==> src/rtl/ptp_tsu_sfd_queue.sv <==
// rtl/ptp_tsu_sfd_queue.sv - GMII SFD time-stamp capture paired with parser verdicts, queued in an FWFT FIFO.
// Optional: define TS_CORR_EN to apply the signed ingress latency correction to each capture.
module ptp_tsu_sfd_queue #(
  parameter int SEC_W   = 48,
  parameter int NS_W    = 32,
  parameter int INFO_W  = 32,
  parameter int DEPTH   = 16,
  parameter int PRE_MAX = 7
) (
  input  logic                          clk,
  input  logic                          rst_n,
  input  logic                          gmii_ctrl,
  input  logic [7:0]                    gmii_data,
  input  logic [SEC_W-1:0]              rtc_sec,
  input  logic [NS_W-1:0]               rtc_ns,
  input  logic [15:0]                   ts_corr_ns,
  input  logic                          ptp_valid,
  input  logic                          ptp_found,
  input  logic [INFO_W-1:0]             ptp_infor,
  input  logic                          q_rd_en,
  output logic                          q_rd_valid,
  output logic [SEC_W+NS_W+INFO_W-1:0]  q_rd_data,
  output logic [$clog2(DEPTH):0]        q_count,
  output logic [15:0]                   q_drop_cnt,
  output logic                          sfd_err,
  output logic                          ts_stale
);

  localparam int AW = $clog2(DEPTH);
  localparam int CW = AW + 1;
  localparam int PW = $clog2(PRE_MAX + 1);
  localparam int EW = SEC_W + NS_W + INFO_W;

  typedef enum logic [1:0] {S_IDLE, S_PRE, S_FRAME, S_DROP} state_t;

  state_t          state_q;
  logic [PW-1:0]   precnt_q;
  logic            armed_q;
  logic            sfd_err_q;
  logic            sfd_hit;

  // armed_q stays low after reset until the line goes idle, so a frame cut by reset is dropped
  always_ff @(posedge clk or negedge rst_n) begin
    if (!rst_n) begin
      state_q   <= S_IDLE;
      precnt_q  <= '0;
      armed_q   <= 1'b0;
      sfd_err_q <= 1'b0;
    end else begin
      sfd_err_q <= 1'b0;
      if (!gmii_ctrl) begin
        state_q <= S_IDLE;
        armed_q <= 1'b1;
      end else begin
        case (state_q)
          S_IDLE: begin
            if (!armed_q) begin
              state_q <= S_DROP;
            end else if (gmii_data == 8'h55) begin
              state_q  <= S_PRE;
              precnt_q <= PW'(1);
            end else begin
              state_q   <= S_DROP;
              sfd_err_q <= 1'b1;
            end
          end
          S_PRE: begin
            if (gmii_data == 8'hD5) begin
              state_q <= S_FRAME;
            end else if (gmii_data == 8'h55 && precnt_q < PW'(PRE_MAX)) begin
              precnt_q <= precnt_q + PW'(1);
            end else begin
              state_q   <= S_DROP;
              sfd_err_q <= 1'b1;
            end
          end
          default: state_q <= state_q;
        endcase
      end
    end
  end

  assign sfd_hit = gmii_ctrl && (state_q == S_PRE) && (gmii_data == 8'hD5);

  logic             cap_vld;
  logic [SEC_W-1:0] cap_sec;
  logic [NS_W-1:0]  cap_ns;

`ifdef TS_CORR_EN
  localparam logic signed [NS_W+1:0] ONE_SEC = (NS_W+2)'(1000000000);

  logic                    stg_vld_q;
  logic [SEC_W-1:0]        stg_sec_q;
  logic [NS_W-1:0]         stg_ns_q;
  logic [15:0]             stg_corr_q;
  logic signed [NS_W+1:0]  corr_sum;

  always_ff @(posedge clk or negedge rst_n) begin
    if (!rst_n) begin
      stg_vld_q  <= 1'b0;
      stg_sec_q  <= '0;
      stg_ns_q   <= '0;
      stg_corr_q <= '0;
    end else begin
      stg_vld_q <= sfd_hit;
      if (sfd_hit) begin
        stg_sec_q  <= rtc_sec;
        stg_ns_q   <= rtc_ns;
        stg_corr_q <= ts_corr_ns;
      end
    end
  end

  // rtc_ns < 1e9 and |corr| < 2^15, so one borrow/carry into seconds is enough
  always_comb begin
    corr_sum = $signed({2'b00, stg_ns_q}) + $signed({{(NS_W-14){stg_corr_q[15]}}, stg_corr_q});
    cap_vld  = stg_vld_q;
    cap_sec  = stg_sec_q;
    cap_ns   = NS_W'(corr_sum);
    if (corr_sum >= ONE_SEC) begin
      cap_ns  = NS_W'(corr_sum - ONE_SEC);
      cap_sec = stg_sec_q + SEC_W'(1);
    end else if (corr_sum[NS_W+1]) begin
      cap_ns  = NS_W'(corr_sum + ONE_SEC);
      cap_sec = stg_sec_q - SEC_W'(1);
    end
  end
`else
  logic unused_corr;
  assign unused_corr = ^ts_corr_ns;

  always_comb begin
    cap_vld = sfd_hit;
    cap_sec = rtc_sec;
    cap_ns  = rtc_ns;
  end
`endif

  logic             pend_vld_q, pend_vld_d;
  logic [SEC_W-1:0] pend_sec_q;
  logic [NS_W-1:0]  pend_ns_q;
  logic             ts_stale_q, ts_stale_d;
  logic             push;

  // a same-cycle verdict consumes the old stamp before the new one lands, so no stale pulse
  always_comb begin
    push       = ptp_valid && pend_vld_q && ptp_found;
    ts_stale_d = cap_vld && pend_vld_q && !ptp_valid;
    pend_vld_d = pend_vld_q;
    if (ptp_valid) pend_vld_d = 1'b0;
    if (cap_vld)   pend_vld_d = 1'b1;
  end

  always_ff @(posedge clk or negedge rst_n) begin
    if (!rst_n) begin
      pend_vld_q <= 1'b0;
      pend_sec_q <= '0;
      pend_ns_q  <= '0;
      ts_stale_q <= 1'b0;
    end else begin
      pend_vld_q <= pend_vld_d;
      ts_stale_q <= ts_stale_d;
      if (cap_vld) begin
        pend_sec_q <= cap_sec;
        pend_ns_q  <= cap_ns;
      end
    end
  end

  logic [EW-1:0]  mem_q [DEPTH];
  logic [AW-1:0]  wr_ptr_q, rd_ptr_q;
  logic [CW-1:0]  count_q;
  logic [15:0]    drop_q;
  logic           pop, full, wr_en, drop;

  always_comb begin
    pop   = q_rd_en && (count_q != '0);
    full  = (count_q == CW'(DEPTH));
    wr_en = push && (!full || pop);
    drop  = push && full && !pop;
  end

  always_ff @(posedge clk) begin
    if (wr_en) mem_q[wr_ptr_q] <= {pend_sec_q, pend_ns_q, ptp_infor};
  end

  always_ff @(posedge clk or negedge rst_n) begin
    if (!rst_n) begin
      wr_ptr_q <= '0;
      rd_ptr_q <= '0;
      count_q  <= '0;
      drop_q   <= '0;
    end else begin
      if (wr_en) wr_ptr_q <= wr_ptr_q + AW'(1);
      if (pop)   rd_ptr_q <= rd_ptr_q + AW'(1);
      case ({wr_en, pop})
        2'b10:   count_q <= count_q + CW'(1);
        2'b01:   count_q <= count_q - CW'(1);
        default: count_q <= count_q;
      endcase
      if (drop && drop_q != 16'hFFFF) drop_q <= drop_q + 16'd1;
    end
  end

  assign q_rd_valid = (count_q != '0);
  assign q_rd_data  = q_rd_valid ? mem_q[rd_ptr_q] : '0;
  assign q_count    = count_q;
  assign q_drop_cnt = drop_q;
  assign sfd_err    = sfd_err_q;
  assign ts_stale   = ts_stale_q;

endmodule

==> config.mk <==
export PLATFORM = sky130hd
export DESIGN_NAME = ptp_tsu_sfd_queue
export DESIGN_NICKNAME = d
export VERILOG_FILES = /design/src/rtl/ptp_tsu_sfd_queue.sv
export SDC_FILE = /design/constraint.sdc
export NUM_CORES = 2
export LEC_CHECK = 0
export ABC_AREA = 1
export CAP_MARGIN = 5
export CORE_AREA = 2 2 389 391
export CTS_CLUSTER_SIZE = 20
export DETAILED_ROUTE_END_ITERATION = 16
export DIE_AREA = 0 0 391 393
export PLACE_DENSITY = 0.67
export SLEW_MARGIN = 20
export SYNTH_ARGS = -nofsm -noshare
export SYNTH_HDL_FRONTEND = slang
export SYNTH_SLANG_ARGS = --single-unit
==> constraint.sdc <==
create_clock -name clk -period 19.27 [get_ports clk]
set_input_delay 5.781 -clock clk [delete_from_list [all_inputs] [get_ports clk]]
set_output_delay 5.781 -clock clk [all_outputs]
set_load 0.1 [all_outputs]
==> results.cfg <==
[status]
status = complete, no violations

[synth]
ys.warnings.count = 0
synthFlopType = edfxtp_1
ys_async_sr_fraction = 0.0618
synth_nets = 5529
syn_inst = 5378
synth_edf_count = 1792
avgSynthCellArea_um2 = 13.8
ys_types = 38
yosysSeqAreaShare = 0.764
synth_seq_cells = 1910
syn_area_mm2 = 0.0743

[grt]
grt.overflow.total = 0
grt_pass1_vias = 44500
grtUsageTotal = 0.243
grt_pass1_wl_mm = 279
grt_max_degree = 296
antenna_found_initial = 7

[die]
die_h_um = 393
initial_core_util = 0.498
die_w_um = 391
num_io_pins = 278
die-area_mm2 = 0.154
coreArea_mm2 = 0.149
rows = 142

[worst_hold_path]
hold_path_class = flop to flop

[drt]
drt_iter0_markers = 5322
drt_pass1_iterations = 6
ant_nets = 0
vias_per_cell = 6.11
vias = 46400
totalWireLength_mm = 189
drcViolationCount = 0
post_drt_wl_per_cell_um = 24.9

[sta]
max_slew_margin = 0.0324
fin_hold_ws_ns = 0.513
fin_crit_ns = 12.68
final_hold_viol_count = 0
max_freq_mhz = 78.8
finalCritPeriodShare = 0.658
setup-violations-final = 0
fin_skew_ns = 0.0224
worst_slack_ns = 6.59
fin_tns_setup_ns = 0
rsz0062_at_grt = no
slew_viol_final = 0
tightest_slew_ns = 1.45

[critical_path]
reg2reg_slack_ns = 14.91
cp-start-kind = flop
crit_arrival_ns = 6.90
worstSetupEndpointType = output port
cp_max_fo = 220
critPathKind = flop to output port
worstPathRequired_ns = 13.49

[clocking]
clk_latency_ns = 0.82
cts_resized = 0
cts_setup_buffers = 0
htreeDepth = 4
cts-root-buf = clkbuf_16
cts_buffers = 188
clockBufferDepth = 3
cts.clk_slew.worst_paths_ns = 0.07
cts_tree = built
cts.sinks = 1910
holdBufCountCts = 0

[layout]
fin_nets = 5643
finalNonFillerCells = 7602
ff_latch_area_mm2 = 0.0568
fill_cells = 11700
syn2layout_area_growth_pct = 13.9
final_cell_mix = edfxtp_1 (1792), o21ai_0 (967), nor2_1 (914)
drive_gt1_frac = 0.0683
layout_commonest_cell = edfxtp_1
fin_util = 0.567
fin_area_mm2 = 0.0846
multi_input_area_mm2 = 0.0154

[placement]
place_hpwl_mm = 85.2
numPlacedInstances = 7244
pre_cts_slack_ns = 7.55
portBuffers = 261
gp_congestion = 0.765
place_area_mm2 = 0.0783

[power]
power_density_mw_per_mm2 = 163
peakVddDrop_v = 0.000230
finalPower_mw = 13.8
p_leak_nw = 26.3

[flow_run]
max_cap_violations = 0
==> routing by layer <==
layer | track usage | vias up | wire length (um)
li1 | - | 20700 | -
met1 | 0.348 | 23300 | 79800
met2 | 0.385 | 2147 | 88200
met3 | 0.0396 | 301 | 16500
met4 | 0.0761 | 10 | 4930
met5 | 0 | - | 70
==> area by class of cell <==
class                   instances  area share
diodes                          3   0.0000887
clock buffers                 244      0.0609
clock inverters               109      0.0124
inverters                     120     0.00587
multi-input cells            2946       0.182
flip-flops and latches       1910       0.671
well taps                    1944      0.0287
repair buffers                326      0.0385
==> logic make-up (layout without fill, tap and decap cells) <==
family,count (synthesis),count (layout),synth area share
fa+ha+maj,9,9,0.00152
compound gates,1681,1681,0.136
flops,1910,1910,0.764
xor+xnor,24,24,0.00283
simple gates,1232,1232,0.0657
buf+inv,522,799,0.0301
other cells,0,3,0
==> sequential cells by signal (all words and copies together), names as in the netlist <==
name and flops:
armed_q 1, mem_q 1792, pend_ns_q 32, pend_sec_q 48, pend_vld_q 1, precnt_q 3, q_count 5, q_drop_cnt 16
rd_ptr_q 4, sfd_err 1, state_q 2, ts_stale 1, wr_ptr_q 4
==> final timing paths <==
check	to	from	cells after the start
worst max-delay path	q_rd_data[77]	rd_ptr_q[1]	8
worst min-delay path	armed_q	armed_q	2
worst max register to register	mem_q[10][111]	q_count[0]	8
worst min register to register	armed_q	armed_q	2
max in group asynchronous	pend_sec_q[22]	rst_n	2
min in group asynchronous	pend_ns_q[27]	rst_n	1
==> cells in the mapped netlist, types with 19 or more instances <==
master	count	share of area
nand2_1	152	0.0077
o21ai_0	967	0.065
nor2_1	930	0.047
dfrtp_1	118	0.040
nand3_1	123	0.0083
buf_2	118	0.0079
xor2_1	19	0.0022
o211ai_1	125	0.013
o22ai_1	125	0.011
a21oi_1	115	0.0077
o221ai_1	323	0.038
edfxtp_1	1792	0.72
inv_1	114	0.0058
clkbuf_1	250	0.013
o21ai_1	23	0.0015
==> power by group <==
group | switching [mW] | internal [mW] | total (mW)
combinational | 4.26 | 1.24 | 5.51
sequential | 0.104 | 4.51 | 4.62
clock | 1.54 | 2.11 | 3.64
total | 5.90 | 7.86 | 13.8
==> critical path, stage by stage, from the launching register on <==
cell             delay [ns]
dfrtp_4                0.78
clkinv_8               0.72
buf_4                  0.84
buf_4                  0.97
o21ai_0                0.23
o221ai_1               0.21
nand3_1                0.12
a21oi_1                0.59
clkdlybuf4s50_1        1.26
Power figures use the tool's default switching activity.
